**src/rtl/hazard_ctrl_pkg.sv**
```systemverilog
// Shared types and constants for the pipeline hazard controller.
package hazard_ctrl_pkg;

  localparam int REG_AW_DEF = 5;

  // Controller state, visible on ctrl_state for debug/trace.
  typedef enum logic [1:0] {
    S_RUN      = 2'd0,
    S_LU_STALL = 2'd1,
    S_MEM_WAIT = 2'd2,
    S_REDIRECT = 2'd3
  } ctrl_state_e;

  // Writeback source select used by the core; the load encoding defines ld_E.
  typedef enum logic [1:0] {
    WB_ALU  = 2'd0,
    WB_LOAD = 2'd1,
    WB_PC4  = 2'd2,
    WB_CSR  = 2'd3
  } wb_sel_e;

  function automatic logic is_load(input logic reg_wr_en, input wb_sel_e wb_sel);
    return reg_wr_en && (wb_sel == WB_LOAD);
  endfunction

endpackage

```
**src/rtl/hazard_ctrl_if.sv**
```systemverilog
// Hazard controller bus: core-side hazard inputs and pipeline-register controls.
// Optional perf counter outputs appear when HAZARD_PERF_EN is defined.
interface hazard_ctrl_if
  import hazard_ctrl_pkg::*;
#(
  parameter int REG_AW = 5
);
  logic [REG_AW-1:0] rs1_addr_D;
  logic [REG_AW-1:0] rs2_addr_D;
  logic              rs1_used_D;
  logic              rs2_used_D;
  logic [REG_AW-1:0] rd_addr_E;
  logic              ld_E;
  logic              br_taken_E;
  logic              mem_busy;
  logic              pc_en;
  logic              if_id_en;
  logic              if_id_flush;
  logic              id_ex_en;
  logic              id_ex_flush;
  logic              ex_mem_en;
  logic              mem_wb_en;
  ctrl_state_e       ctrl_state;
  logic              mem_timeout;
`ifdef HAZARD_PERF_EN
  logic [31:0]       perf_stall_cnt;
  logic [31:0]       perf_flush_cnt;
  logic [31:0]       perf_freeze_cnt;
`endif

  modport master (
    output rs1_addr_D, rs2_addr_D, rs1_used_D, rs2_used_D,
           rd_addr_E, ld_E, br_taken_E, mem_busy,
    input  pc_en, if_id_en, if_id_flush, id_ex_en, id_ex_flush,
           ex_mem_en, mem_wb_en, ctrl_state, mem_timeout
`ifdef HAZARD_PERF_EN
    , input perf_stall_cnt, perf_flush_cnt, perf_freeze_cnt
`endif
  );

  modport slave (
    input  rs1_addr_D, rs2_addr_D, rs1_used_D, rs2_used_D,
           rd_addr_E, ld_E, br_taken_E, mem_busy,
    output pc_en, if_id_en, if_id_flush, id_ex_en, id_ex_flush,
           ex_mem_en, mem_wb_en, ctrl_state, mem_timeout
`ifdef HAZARD_PERF_EN
    , output perf_stall_cnt, perf_flush_cnt, perf_freeze_cnt
`endif
  );

endinterface

```
**src/rtl/hazard_ctrl_wait_cnt.sv**
```systemverilog
// hazard_wait_cnt: counts consecutive mem_busy cycles, saturating at
// MEM_TIMEOUT, and raises a sticky timeout flag the cycle it gets there.
module hazard_wait_cnt #(
  parameter int unsigned MEM_TIMEOUT = 255
) (
  input  logic clk,
  input  logic rst_n,
  input  logic busy,
  output logic timeout
);
  localparam logic [15:0] LIMIT = 16'(MEM_TIMEOUT);

  logic [15:0] cnt;
  logic [15:0] cnt_nxt;

  // Saturating increment.
  always_comb begin
    cnt_nxt = (cnt >= LIMIT) ? cnt : cnt + 16'd1;
  end

  // Count while busy, clear on release; flag is only cleared by reset.
  always_ff @(posedge clk or negedge rst_n) begin
    if (!rst_n) begin
      cnt     <= '0;
      timeout <= 1'b0;
    end else if (busy) begin
      cnt <= cnt_nxt;
      if (cnt_nxt == LIMIT) timeout <= 1'b1;
    end else begin
      cnt <= '0;
    end
  end

endmodule

```
**src/rtl/hazard_ctrl.sv**
```systemverilog
// hazard_ctrl: pipeline hazard controller for the 5-stage core.
// Freeze on mem_busy, squash on taken branch, one-bubble load-use stall.
// Define HAZARD_PERF_EN to add stall/flush/freeze performance counters.
module hazard_ctrl
  import hazard_ctrl_pkg::*;
#(
  parameter int          REG_AW      = REG_AW_DEF,
  parameter int unsigned MEM_TIMEOUT = 255
) (
  input logic         clk,
  input logic         rst_n,
  hazard_ctrl_if.slave bus
);
  logic [REG_AW-1:0] rd_e;
  logic              lu_hazard;
  logic              redirect;
  logic              stall;
  ctrl_state_e       state;
  ctrl_state_e       state_nxt;

  assign rd_e      = bus.rd_addr_E;
  assign lu_hazard = bus.ld_E && (rd_e != '0) &&
                     ((bus.rs1_used_D && (bus.rs1_addr_D == rd_e)) ||
                      (bus.rs2_used_D && (bus.rs2_addr_D == rd_e)));
  assign redirect  = bus.br_taken_E && !bus.mem_busy;
  assign stall     = lu_hazard && !bus.br_taken_E && !bus.mem_busy;

  // Register-control outputs, zero latency, freeze > redirect > load-use.
  always_comb begin
    bus.pc_en       = 1'b1;
    bus.if_id_en    = 1'b1;
    bus.if_id_flush = 1'b0;
    bus.id_ex_en    = 1'b1;
    bus.id_ex_flush = 1'b0;
    bus.ex_mem_en   = 1'b1;
    bus.mem_wb_en   = 1'b1;
    if (bus.mem_busy) begin
      bus.pc_en     = 1'b0;
      bus.if_id_en  = 1'b0;
      bus.id_ex_en  = 1'b0;
      bus.ex_mem_en = 1'b0;
      bus.mem_wb_en = 1'b0;
    end else if (bus.br_taken_E) begin
      bus.if_id_flush = 1'b1;
      bus.id_ex_flush = 1'b1;
    end else if (lu_hazard) begin
      bus.pc_en       = 1'b0;
      bus.if_id_en    = 1'b0;
      bus.id_ex_flush = 1'b1;
    end
  end

  // Next state from the same priority; a load-use stall always lasts one cycle.
  always_comb begin
    state_nxt = S_RUN;
    if (bus.mem_busy)                   state_nxt = S_MEM_WAIT;
    else if (state == S_LU_STALL)       state_nxt = S_RUN;
    else if (redirect)                  state_nxt = S_REDIRECT;
    else if (stall)                     state_nxt = S_LU_STALL;
  end

  // State register.
  always_ff @(posedge clk or negedge rst_n) begin
    if (!rst_n) state <= S_RUN;
    else        state <= state_nxt;
  end

  assign bus.ctrl_state = state;

  hazard_wait_cnt #(.MEM_TIMEOUT(MEM_TIMEOUT)) u_wait_cnt (
    .clk     (clk),
    .rst_n   (rst_n),
    .busy    (bus.mem_busy),
    .timeout (bus.mem_timeout)
  );

`ifdef HAZARD_PERF_EN
  // Free-running event counters, wrapping at 2^32.
  always_ff @(posedge clk or negedge rst_n) begin
    if (!rst_n) begin
      bus.perf_stall_cnt  <= '0;
      bus.perf_flush_cnt  <= '0;
      bus.perf_freeze_cnt <= '0;
    end else begin
      if (stall)        bus.perf_stall_cnt  <= bus.perf_stall_cnt + 32'd1;
      if (redirect)     bus.perf_flush_cnt  <= bus.perf_flush_cnt + 32'd1;
      if (bus.mem_busy) bus.perf_freeze_cnt <= bus.perf_freeze_cnt + 32'd1;
    end
  end
`endif

endmodule

```
**src/flat_wrapper.sv**
```systemverilog
// flat-port wrapper written by rule: the top's interface ports become plain ports
module hazard_ctrl_flat import hazard_ctrl_pkg::*;
#(
  parameter int          REG_AW      = REG_AW_DEF,
  parameter int unsigned MEM_TIMEOUT = 255
)
  (clk, rst_n, bus_rs1_addr_D, bus_rs2_addr_D, bus_rs1_used_D, bus_rs2_used_D, bus_rd_addr_E, bus_ld_E, bus_br_taken_E, bus_mem_busy, bus_pc_en, bus_if_id_en, bus_if_id_flush, bus_id_ex_en, bus_id_ex_flush, bus_ex_mem_en, bus_mem_wb_en, bus_ctrl_state, bus_mem_timeout);
  hazard_ctrl_if #(.REG_AW(REG_AW)) bus_i ();
  input logic clk;
  input logic rst_n;
  input wire logic [$bits(bus_i.rs1_addr_D)-1:0] bus_rs1_addr_D;
  input wire logic [$bits(bus_i.rs2_addr_D)-1:0] bus_rs2_addr_D;
  input wire logic [$bits(bus_i.rs1_used_D)-1:0] bus_rs1_used_D;
  input wire logic [$bits(bus_i.rs2_used_D)-1:0] bus_rs2_used_D;
  input wire logic [$bits(bus_i.rd_addr_E)-1:0] bus_rd_addr_E;
  input wire logic [$bits(bus_i.ld_E)-1:0] bus_ld_E;
  input wire logic [$bits(bus_i.br_taken_E)-1:0] bus_br_taken_E;
  input wire logic [$bits(bus_i.mem_busy)-1:0] bus_mem_busy;
  output wire logic [$bits(bus_i.pc_en)-1:0] bus_pc_en;
  output wire logic [$bits(bus_i.if_id_en)-1:0] bus_if_id_en;
  output wire logic [$bits(bus_i.if_id_flush)-1:0] bus_if_id_flush;
  output wire logic [$bits(bus_i.id_ex_en)-1:0] bus_id_ex_en;
  output wire logic [$bits(bus_i.id_ex_flush)-1:0] bus_id_ex_flush;
  output wire logic [$bits(bus_i.ex_mem_en)-1:0] bus_ex_mem_en;
  output wire logic [$bits(bus_i.mem_wb_en)-1:0] bus_mem_wb_en;
  output wire logic [$bits(bus_i.ctrl_state)-1:0] bus_ctrl_state;
  output wire logic [$bits(bus_i.mem_timeout)-1:0] bus_mem_timeout;
  assign bus_i.rs1_addr_D = bus_rs1_addr_D;
  assign bus_i.rs2_addr_D = bus_rs2_addr_D;
  assign bus_i.rs1_used_D = bus_rs1_used_D;
  assign bus_i.rs2_used_D = bus_rs2_used_D;
  assign bus_i.rd_addr_E = bus_rd_addr_E;
  assign bus_i.ld_E = bus_ld_E;
  assign bus_i.br_taken_E = bus_br_taken_E;
  assign bus_i.mem_busy = bus_mem_busy;
  assign bus_pc_en = bus_i.pc_en;
  assign bus_if_id_en = bus_i.if_id_en;
  assign bus_if_id_flush = bus_i.if_id_flush;
  assign bus_id_ex_en = bus_i.id_ex_en;
  assign bus_id_ex_flush = bus_i.id_ex_flush;
  assign bus_ex_mem_en = bus_i.ex_mem_en;
  assign bus_mem_wb_en = bus_i.mem_wb_en;
  assign bus_ctrl_state = bus_i.ctrl_state;
  assign bus_mem_timeout = bus_i.mem_timeout;
  hazard_ctrl #(.REG_AW(REG_AW), .MEM_TIMEOUT(MEM_TIMEOUT)) u_core (.clk(clk), .rst_n(rst_n), .bus(bus_i));
endmodule
```
**config.mk**
```make
export PLATFORM = sky130hd
export DESIGN_NAME = hazard_ctrl_flat
export DESIGN_NICKNAME = d
export VERILOG_FILES = /design/src/rtl/hazard_ctrl_pkg.sv /design/src/rtl/hazard_ctrl_if.sv /design/src/rtl/hazard_ctrl_wait_cnt.sv /design/src/rtl/hazard_ctrl.sv /design/src/flat_wrapper.sv
export SDC_FILE = /design/constraint.sdc
export NUM_CORES = 1
export LEC_CHECK = 0
export BUFFER_PORTS_ARGS = -buffer_cell sky130_fd_sc_hd__buf_2
export CORE_UTILIZATION = 35
export CTS_CLUSTER_SIZE = 25
export DETAILED_ROUTE_END_ITERATION = 12
export GPL_TIMING_DRIVEN = 0
export HOLD_SLACK_MARGIN = 0.02
export PLACE_DENSITY = 0.6
export SYNTH_ARGS = -nofsm -noshare
export SYNTH_HDL_FRONTEND = slang
export SYNTH_SLANG_ARGS = --single-unit
```
**constraint.sdc**
```tcl
create_clock -name clk -period 1.8 [get_ports clk]
set_clock_uncertainty 0.2 [all_clocks]
set_input_delay 0.18 -clock clk [delete_from_list [all_inputs] [get_ports clk]]
set_output_delay 0.18 -clock clk [all_outputs]
set_load 0.02 [all_outputs]
```
### Word-level counts from Yosys, hierarchy flattened

Cells that the tools add are included.

* $add $sub $neg: 1
* order comparisons: 1
* eq/ne operators: 4
* multiplexer cells: 15
* reductions and logical operators: 12

Operators by type and width (count)
* $mux 16: 2
* $add 16x1->16 const B: 1
* $eq 16x8->1 const B: 1
* $ge 16x8->1 const B: 1
* $eq 5x5->1: 2
* $mux 1: 10
* $logic_and 1x1->1: 7
* $mux 2: 3
* $reduce_bool 5->1: 1
* $eq 2x1->1 const B: 1
* $logic_not 1->1: 2
* $reduce_and 2->1: 1
* $logic_or 1x1->1: 1

* register bits after elaboration: 19
* input port bits: 22
* output and inout bits: 10

### Logic depth before layout (Yosys ltp)

Gate-level depths: netlist of run 1.

* word-level depth: 10
* gate-level depth with buffers: 6
* gate-level depth less buffers: 6

### Cells and area by module

Synthesis of run 1 repeated with hierarchy kept, for this count alone.

* cell total of the unflattened synthesis: 109
* area, all modules: 1118.6 um2

Modules (own cells, without submodules)
* hazard_wait_cnt: times used 1, cells an instance 77, area each 850.8 um2, sequential area each 425.4 um2
* hazard_ctrl: times used 1, cells an instance 32, area each 267.8 um2, sequential area each 50.0 um2

### Worst setup path after synthesis of run 1

Ideal clock, no wire load.

* path type: flip-flop to flip-flop
* from: register u_core.u_wait_cnt.cnt[8]
* to: register u_core.u_wait_cnt.timeout
* library setup time: 120 ps
* arrival time: 1695 ps
* data required time: 1480 ps
* path slack: -215 ps
* cell stages (with the launch flop): 6
* path buffers: 0
* period minus slack after synthesis: 2015 ps
* cells stage by stage: dfrtp_1 > nor4_4 > nand3_2 > mux2_4 > a221o_1 > a41o_1

* word-level cells in the longest chain between the ends: 4
* elaborated cells on any way between the ends: 5

Ends and longest elaborated chain
* start: declaration: line hazard_ctrl_wait_cnt.sv:13 `logic [15:0] cnt;`
* start signal: assignment: line hazard_ctrl_wait_cnt.sv:27 `cnt <= cnt_nxt;`
* $add 16x1->16 or $ge 16x8->1 (tied branches): line hazard_ctrl_wait_cnt.sv:18 `cnt_nxt = (cnt >= LIMIT) ? cnt : cnt + 16'd1;`
* $mux 16 (*): line hazard_ctrl_wait_cnt.sv:18
* $eq 16x8->1 (*): line hazard_ctrl_wait_cnt.sv:28 `if (cnt_nxt == LIMIT) timeout <= 1'b1;`
* $reduce_and 2->1 (no line) (*)
* end signal: assignment: line hazard_ctrl_wait_cnt.sv:25 `timeout <= 1'b0;`
* end signal: assignment: line hazard_ctrl_wait_cnt.sv:28
* end: declaration: line hazard_ctrl_wait_cnt.sv:9 `output logic timeout`

Every way passes the cells marked *; elsewhere a longest branch is shown, timed or not.
A chain may end at the register's enable or synchronous reset.

### Worst setup path in the final report of run 1

* from: register u_core.u_wait_cnt.cnt[5]
* to: register u_core.u_wait_cnt.timeout

The elaborated chain is that of the path after synthesis.

==> flow_summary.yaml, run 1 <==
run_status:
  outcome: "complete, but fails checks"
  violations: "setup timing"
critical_path:
  reg2reg_from: "u_core.u_wait_cnt.cnt[5]$_DFF_PN0_"
  path_class: "flop to flop"
  cp_max_fo: 7
  cp-end-kind: "flop"
  slowest_stage: "mux2_2"
  cp-startpoint: "u_core.u_wait_cnt.cnt[5]$_DFF_PN0_"
  cp.required_ns: 1.86
  crit_chain: "buf_2 -> nand4_1 -> nor2_4 -> mux2_2 -> nor4_2 -> a41o_1"
  cp.arrival_ns: 2.11
  cpPeakStageDelay_ns: 0.36
  critPathTopFamily: "simple AND/OR/NAND/NOR gates"
  critPathLaunchType: "flop"
  critPathBufInv: 1
power:
  p_total_uw: 838.9
  p_per_area_mw_per_mm2: 530.8
  p_comb_share_pct: 19.4
  switching_share_pct: 28.02
  ir_drop_mv: 0.2964
  pwr-share-clk_pct: 27.7
  p_seq_share_pct: 52.9
  power.leakage_uw: 0.0006928
  internal_power_uw: 603.8
  p_sw_uw: 235.1
routing:
  drtIter0Drc: 26
  met2_length_um: 1404
  vias_per_cell: 4.863
  wl_met3_um: 127
  dr_total_vias: 997
  routed.top_layer: "met4"
  wl_met1_um: 1052
  final_antenna_net_count: 0
  wl_um: 2612
  wire_per_inst_um: 12.74
  drt-pass1-iter-count: 4
  drcViolationCount: 0
floorplan:
  fp.dieH_um: 58.25
  rows: 20
  dieArea_mm2: 0.003392
  die_w_um: 58.25
  io_pins: 32
  core_mm2: 0.003028
  initial_core_util_pct: 36.57
cts:
  numCtsBuffers: 3
  clock_latency_ns: 0.31
  htree_levels: 1
  path_clk_slew_ns: 0.12
  cts_tree: "done"
  cts-root-buf: "clkbuf_4"
  clk_path_buf_depth: 2
  clock_sinks: 19
timing:
  hold_ws_ns: 0.09748
  period_share_pct: 114.2
  finalHoldViolCount: 0
  worst_slew_pin_slew_ns: 0.4254
  finalSetupViolations: 5
  slew_violations: 0
  slew_headroom_pct: 71.64
  layout_setup_ws_ns: -0.2555
  fmax_ghz: 0.4865
  layout_min_cycle_time_ns: 2.056
  rsz0062_at_grt: "yes"
  tns_ns: -0.3888
min_path:
  hp-class: "primary input to flop"
  holdCritStartpoint: "bus_mem_busy"
flow_run:
  drv_cap: 0
synthesis:
  syn_avg_cell_area_um2: 9.887
  synthArstFlopShare_pct: 100.0
  ys_ff_latch: 19
  synth_commonest_cells: "dfrtp_1, xnor2_1, nor2_1, and2_1, nand2_1"
  ys_top_cells_by_area: "dfrtp_1, xnor2_1, and2_1, nor4_4, nor2_1"
  syn_inst: 112
  ys_warn_count: 0
  synth_top_area_cell: "dfrtp_1"
  synth.most_common_cell: "dfrtp_1"
  synth.top_cell.area_share_pct: 42.94
  syn_area_mm2: 0.001107
  syn_nets: 135
  synth-edff-count: 0
  synth_ff_type: "dfrtp_1"
  ys_seq_area_share_pct: 42.94
  synthDistinctLibCells: 37
global_route:
  grt_pass1_wl_um: 3946
  overflow: 0
  first_global_vias: 867
  grt_max_degree: 20
  grt_antenna_before_repair: 0
  grt_usage_pct: 15.82
finish:
  fin_nets: 185
  drive_gt1_share_pct: 44.10
  syn2layout_area_growth_pct: 42.71
  fin_util_pct: 52.19
  diodes: 0
placement:
  io_buffers: 31
  dp_hpwl_um: 1733
  gp_congestion: 0.8593
## worst register-to-register path: cells and delay by family (launching register included)
family                 cells  cell delay (ns)
and+or+nand+nor            3             0.73
AOI/OAI and AO/OA          1             0.20
buffers and inverters      1             0.18
muxes                      1             0.36
DFF                        1             0.33
## power groups by stage
stage	Sequential (uW)	Combinational (uW)	Clock, uW
floorplan	453	69.7	0
detailed placement	452	132	0
finish	444	163	232
global route	445	180	256
global placement	451	128	0
CTS	444	157	234
## per-stage QoR
stage | cell area [um^2] | setup slack [ns] | std cells
final | 1580 | -0.2555 | 205
after global routing | 1580 | -0.3552 | 205
after CTS | 1480 | -0.2212 | 200
after detailed placement | 1318 | -0.4964 | 187
after global placement | 1318 | -0.5323 | 187
after floorplan | 1107 | -0.1339 | 112
## metal layers
metal,global-route usage (%),vias up
li1,-,484
met1,17.75,478
met2,28.57,33
met3,4.688,2
met4,5.102,0
met5,0,-
## timing repair
item,in CTS,in global routing
resized for setup,17,17
endpoints found under the setup margin,9,11
endpoints found under the hold margin,24,0
buffers inserted,6,5
pin swaps,8,10
cloned,0,0
hold buffers,3,0
## worst paths after layout
| path | to | slack (ns) | cells past startpoint |
|---|---|---|---|
| worst max-delay path | u_core.u_wait_cnt.timeout$_DFFE_PN0P_ | -0.26 | 6 |
| worst min-delay path | u_core.u_wait_cnt.cnt[6]$_DFF_PN0_ | 0.1 | 3 |
| worst max register to register | u_core.u_wait_cnt.timeout$_DFFE_PN0P_ | -0.26 | 6 |
| max in group asynchronous | u_core.u_wait_cnt.cnt[0]$_DFF_PN0_ | 0.96 | 2 |
| worst min register to register | u_core.u_wait_cnt.timeout$_DFFE_PN0P_ | 0.29 | 1 |
| min in group asynchronous | u_core.u_wait_cnt.timeout$_DFFE_PN0P_ | 0.12 | 2 |
## final cells by class
class,count,area (um^2)
clock inverters,1,7.507
well taps,44,55.05
multi-input cells,84,665.6
plain buffers,5,31.28
clock buffers,3,22.52
flip-flops and latches,19,476.7
repair buffers,45,306.5
inverters,4,15.01
fillers,289,1448
## kinds of logic after synthesis
family          count (synthesis)  share of synthesized area [%]
flops                          19                          42.94
xor+xnor                       14                          11.07
mux                             4                          4.180
simple gates                   45                          24.52
buf+inv                         9                          4.179
compound gates                 20                          11.98
fa+ha+maj                       1                          1.130
## flip-flops by register name, summed over array words and instances, names as in the netlist
register	cells
u_core.u_wait_cnt.timeout	1
u_core.bus.ctrl_state	2
u_core.u_wait_cnt.cnt	16
## placed cells by master (no fill, tap or decap), types with 2 or more instances in the layout
cell type,n
dfrtp_1,18
a211oi_1,2
clkbuf_4,3
and2_1,8
nor4_4,2
buf_6,3
nand2_1,7
o21ai_0,3
buf_8,2
inv_1,3
mux2i_1,2
buf_2,27
xnor2_1,13
o21ai_1,2
o21a_1,2
nor2_1,8
nand4_1,4
buf_4,14
nor3_2,2
a21oi_1,3
dlygate4sd3_1,3
(Power assumes the default switching activity.)
==> inputs of run 2 (changes only) <==
Settings changed: REMOVE_ABC_BUFFERS from default to 1.
==> flow_summary.yaml, run 2 (synthesis gave the netlist of run 1 again) <==
floorplan:
  rows: 20
  initial_core_util_pct: 36.57
  io_pins: 32
  die_w_um: 58.25
  dieArea_mm2: 0.003392
  core_mm2: 0.003028
  fp.dieH_um: 58.25
power:
  p_sw_uw: 214.6
  p_per_area_mw_per_mm2: 534.4
  power.leakage_uw: 0.0006655
  ir_drop_mv: 0.2336
  p_seq_share_pct: 54.7
  p_total_uw: 811.7
  pwr-share-clk_pct: 25.9
  p_comb_share_pct: 19.3
  internal_power_uw: 597.1
  switching_share_pct: 26.44
critical_path:
  crit_chain: "nor4_4 -> nand3_2 -> mux2_4 -> a221o_1 -> a41o_1"
  critPathTopFamily: "compound AO/OA/AOI/OAI gates"
  cpPeakStageDelay_ns: 0.42
  cp.arrival_ns: 2.04
  critPathBufInv: 0
  reg2reg_slack_ns: -0.25
  slowest_stage: "dfrtp_1"
  cp_max_fo: 2
  cp.required_ns: 1.79
  path_class: "flop to flop"
  cp-end-kind: "flop"
  reg2reg_from: "u_core.u_wait_cnt.cnt[12]$_DFF_PN0_"
  reg2reg_to: "u_core.u_wait_cnt.timeout$_DFFE_PN0P_"
  r2r_cells: 5
  critPathLaunchType: "flop"
cts:
  cts_tree: "done"
  path_clk_slew_ns: 0.11
  clock_latency_ns: 0.29
  numCtsBuffers: 3
  clk_path_buf_depth: 2
  clock_sinks: 19
  htree_levels: 1
  cts-root-buf: "clkbuf_4"
global_route:
  overflow: 0
  grt_max_degree: 20
  grt_pass1_wl_um: 3939
  grt_usage_pct: 15.55
  grt_antenna_before_repair: 0
  first_global_vias: 935
routing:
  drt-pass1-iter-count: 5
  dr_total_vias: 976
  wl_um: 2458
  final_antenna_net_count: 0
  drtIter0Drc: 20
  vias_per_cell: 4.905
  drcViolationCount: 0
  wire_per_inst_um: 12.35
finish:
  nFillCells: 292
  fin_nets: 179
  layout_commonest_cell: "buf_2"
  syn2layout_area_growth_pct: 37.18
  final_cells: 199
  drive_gt1_share_pct: 43.87
  mostFrequentLayoutCells: "buf_2, dfrtp_1, xnor2_1"
  regMostFlops: "u_core.u_wait_cnt.cnt"
  diodes: 0
  largest_reg_flops: 16
placement:
  dp_hpwl_um: 1699
  io_buffers: 31
  pre_cts_ws_ns: -0.4186
  gp_congestion: 0.8616
  place_inst: 182
timing:
  layout_setup_ws_ns: -0.2525
  slew_headroom_pct: 71.98
  worst_slew_pin_slew_ns: 0.4203
  finalSetupViolations: 2
  rsz0062_at_grt: "yes"
  fmax_ghz: 0.4872
  layout_min_cycle_time_ns: 2.053
  slew_violations: 0
  finalHoldViolCount: 0
  period_share_pct: 114.0
flow_run:
  drv_cap: 0
run_status:
  violations: "setup timing"
  outcome: "complete, but fails checks"
min_path:
  holdCritStartpoint: "bus_mem_busy"
  hp-class: "primary input to flop"
  hold_end: "u_core.u_wait_cnt.cnt[12]$_DFF_PN0_"
  hold_depth: 2
[run 2: cell types whose count changed in the layout (fill, tap and decap cells not counted), sizes merged]
cell / previous run / this run
clkbuf: 4 / 3
clkinvlp: 1 / 0
clkinv: 1 / 2
buf: 46 / 41
[run 2: how the worst max path moves through the flow]
stage                                   startpoint  cells after the start                                     to
2_1_floorplan   u_core.u_wait_cnt.cnt[8]$_DFF_PN0_                      5  u_core.u_wait_cnt.timeout$_DFFE_PN0P_
3_3_place_gp    u_core.u_wait_cnt.cnt[0]$_DFF_PN0_                      6  u_core.u_wait_cnt.timeout$_DFFE_PN0P_
3_5_place_dp    u_core.u_wait_cnt.cnt[0]$_DFF_PN0_                      6  u_core.u_wait_cnt.timeout$_DFFE_PN0P_
4_1_cts        u_core.u_wait_cnt.cnt[10]$_DFF_PN0_                      5  u_core.u_wait_cnt.timeout$_DFFE_PN0P_
5_1_grt         u_core.u_wait_cnt.cnt[1]$_DFF_PN0_                      6  u_core.u_wait_cnt.timeout$_DFFE_PN0P_
6_report       u_core.u_wait_cnt.cnt[12]$_DFF_PN0_                      5  u_core.u_wait_cnt.timeout$_DFFE_PN0P_
[run 2: final cells by class]
cell class,instances,area (um^2),area share [%]
repair buffers,44,291.5,19.19
clock inverters,1,5.005,0.3295
well taps,44,55.05,3.624
clock buffers,3,22.52,1.483
multi-input cells,84,651.9,42.92
flip-flops and latches,19,478.0,31.47
inverters,4,15.01,0.9885
[run 2: layer usage]
metal  up-vias  routed length, um  track usage, %
li1        473                  -               -
met1       471               1047           17.51
met2        30               1303           28.41
met3         2                 91           3.348
met4         0                 15           6.122
met5         -                  0               0
[run 2: repair_timing]
item                                   in CTS  in global routing
setup endpoints to repair                   9                 12
hold buffers                                3                  0
resized for setup                          11                 18
setup buffers                               4                  6
pin swaps                                   7                 10
endpoints found under the hold margin      21                  0
cloned                                      0                  0
[run 2: worst register-to-register path, delay by kind of cell, from the launching register on]
family | cells | cell delay (ns)
flip-flops | 1 | 0.42
AO/OA/AOI/OAI | 2 | 0.53
AND/OR/NAND/NOR | 2 | 0.48
multiplexers | 1 | 0.31
[run 2: power groups by stage]
stage	logic, uW	registers, uW	clock network [uW]
floorplan	62.7	453	0
global placement	122	451	0
detailed placement	127	451	0
CTS	136	444	224
global route	173	446	233
finish	157	444	210
[run 2: stage by stage]
stage	setup TNS [ns]	hold slack [ns]	util (%)	instance area, um^2
final	-0.3195	0.03817	50.17	1519
after global routing	-0.5633	0.04227	50.17	1519
after CTS	-0.3211	0.02770	46.32	1403
after detailed placement	-0.7830	-0.05298	42.48	1286
after global placement	-0.6812	-0.06220	42.48	1286
after floorplan	-0.2153	-0.3156	-	1076
==> inputs of run 3 (changes only) <==
Settings changed: SYNTH_HIERARCHICAL from default to 1.
==> flow_summary.yaml, run 3 <==
run_status:
  outcome: "complete, but fails checks"
  violations: "setup timing"
critical_path:
  path_class: "flop to flop"
  critPathLaunchType: "flop"
  reg2reg_to: "u_core/u_wait_cnt/timeout$_DFFE_PN0P_"
  cp_max_fo: 3
  r2r_cells: 5
  reg2reg_slack_ns: -0.16
  cp.required_ns: 1.83
  cp.arrival_ns: 1.99
  reg2reg_from: "u_core/u_wait_cnt/cnt[14]$_DFF_PN0_"
  cp-startpoint: "u_core/u_wait_cnt/cnt[14]$_DFF_PN0_"
  cp-endpoint: "u_core/u_wait_cnt/timeout$_DFFE_PN0P_"
  cp-end-kind: "flop"
finish:
  largest_reg_flops: 16
  drive_gt1_share_pct: 42.28
  diodes: 0
  layout_commonest_cell: "buf_2"
  fin_util_pct: 50.74
  syn2layout_area_growth_pct: 38.48
  fin_nets: 173
  mostFrequentLayoutCells: "buf_2, dfrtp_1, nand2_1"
  final_area_mm2: 0.001549
  regMostFlops: "u_core/u_wait_cnt/cnt"
floorplan:
  core_mm2: 0.003053
  io_pins: 32
  die_w_um: 58.53
  dieArea_mm2: 0.003426
  initial_core_util_pct: 36.64
  fp.dieH_um: 58.53
  rows: 20
cts:
  clk_path_buf_depth: 2
  clock_sinks: 19
  htree_levels: 1
  numCtsBuffers: 3
  path_clk_slew_ns: 0.10
  cts_tree: "done"
  clock_latency_ns: 0.28
  cts-root-buf: "clkbuf_4"
timing:
  finalHoldViolCount: 0
  slew_violations: 0
  rsz0062_at_grt: "yes"
  layout_min_cycle_time_ns: 1.956
  slew_headroom_pct: 72.15
  worst_slew_pin_slew_ns: 0.4177
  fmax_ghz: 0.5113
  period_share_pct: 108.7
  tns_ns: -0.2617
  hold_ws_ns: 0.05288
  finalSetupViolations: 4
  layout_setup_ws_ns: -0.1557
placement:
  dp_hpwl_um: 1616
  io_buffers: 31
  place_area_mm2: 0.001295
  gp_congestion: 0.8192
power:
  ir_drop_mv: 0.1873
  p_per_area_mw_per_mm2: 517.8
  power.leakage_uw: 0.0007085
synthesis:
  synthDistinctLibCells: 36
  syn_inst: 109
  syn_avg_cell_area_um2: 10.26
  synth.top_cell.area_share_pct: 42.51
  syn_area_mm2: 0.001119
  synth-edff-count: 0
  ys_seq_area_share_pct: 42.51
  synth_ff_type: "dfrtp_1"
  ys_top_cells_by_area: "dfrtp_1, xor2_1, and2_1, xnor2_1, nor4_4"
  ys_warn_count: 6
  synth_commonest_cells: "dfrtp_1, nand2_1, and2_1, nor2_1, xor2_1"
  synthArstFlopShare_pct: 100.0
  ys_ff_latch: 19
  synth_top_area_cell: "dfrtp_1"
  synth.most_common_cell: "dfrtp_1"
routing:
  drtIter0Drc: 30
  drt-pass1-iter-count: 4
  vias_per_cell: 4.715
  dr_total_vias: 910
  wl_um: 2306
  drcViolationCount: 0
  wire_per_inst_um: 11.95
  final_antenna_net_count: 0
global_route:
  overflow: 0
  grt_usage_pct: 14.41
  grt_max_degree: 20
  grt_antenna_before_repair: 0
  grt_pass1_wl_um: 3836
  first_global_vias: 882
min_path:
  hp-class: "primary input to flop"
flow_run:
  drv_cap: 0
run 3: changes by cell type after synthesis, moves of 2 or more:
cell,delta
nand4_1,-2
a21oi_1,-3
nand2_1,+3
and2_1,+2
xor2_1,+8
a211oi_1,-2
nor3_1,-2
o21a_1,-2
nor4_2,+2
o21ai_0,-5
inv_1,+3
xnor2_1,-6
run 3: metrics by stage:
stage / power (uW) / setup WS (ns) / std cells
after floorplan: 515.9 / -0.08942 / 104
after global placement: 573.2 / -0.2983 / 179
after detailed placement: 578.2 / -0.2889 / 179
after CTS: 804.3 / -0.1549 / 191
after global routing: 848.6 / -0.2113 / 193
final: 802.1 / -0.1557 / 193
run 3: critical path: stages (launching register included):
cell	delay, ns
dfrtp_1	0.42
nor4_4	0.35
o211a_4	0.21
nand4b_1	0.12
a2111oi_2	0.38
a41o_1	0.21
run 3: repair_timing:
action,in CTS,in global routing
hold endpoints to repair,20,0
endpoints found under the setup margin,5,9
pin swaps,13,17
hold buffers,2,0
resized for setup,21,9
buffers inserted,6,3
run 3: layout make-up:
class                           instances  area (um^2)
Tap cell                               44        55.05
Sequential cell                        19        475.5
Clock buffer                            3        22.52
Timing Repair Buffer                   41        286.5
Multi-Input combinational cell         79        681.9
Inverter                                6        22.52
Fill cell                             302         1504
Clock inverter                          1        5.005
run 3: report_power, final:
group / switching [uW] / total [uW] / internal, uW
clock network: 119 / 201 / 82.4
logic: 81.6 / 157 / 75.6
registers: 8.86 / 444 / 435
total: 209 / 802 / 593
run 3: cells by family (layout without fill, tap and decap cells):
| group | after synthesis | count (layout) | share of synthesized area (%) |
|---|---|---|---|
| simple gates | 48 | 48 | 26.96 |
| flops | 19 | 19 | 42.51 |
| xor+xnor | 16 | 16 | 12.53 |
| compound gates | 12 | 12 | 10.07 |
| buf+inv | 11 | 51 | 5.033 |
| mux | 2 | 2 | 1.790 |
| fa+ha+maj | 1 | 1 | 1.118 |
run 3: how the worst min path moves through the flow:
| stage | start | depth (start not counted) | endpoint |
|---|---|---|---|
| final | bus_mem_busy | 2 | u_core/u_wait_cnt/cnt[5]$_DFF_PN0_ |
| after global routing | bus_rs1_used_D | 3 | u_core/bus.ctrl_state[0]$_DFF_PN0_ |
| after CTS | bus_mem_busy | 2 | u_core/u_wait_cnt/cnt[5]$_DFF_PN0_ |
| after detailed placement | rst_n | 1 | u_core/u_wait_cnt/cnt[5]$_DFF_PN0_ |
| after global placement | rst_n | 1 | u_core/u_wait_cnt/cnt[5]$_DFF_PN0_ |
| after floorplan | rst_n | 0 | u_core/bus.ctrl_state[0]$_DFF_PN0_ |
run 3: layer usage:
metal | track usage [%] | wire [um]
met1 | 17.60 | 943
met2 | 26.27 | 1272
met3 | 1.538 | 69
met4 | 5.102 | 21
met5 | 0 | 0
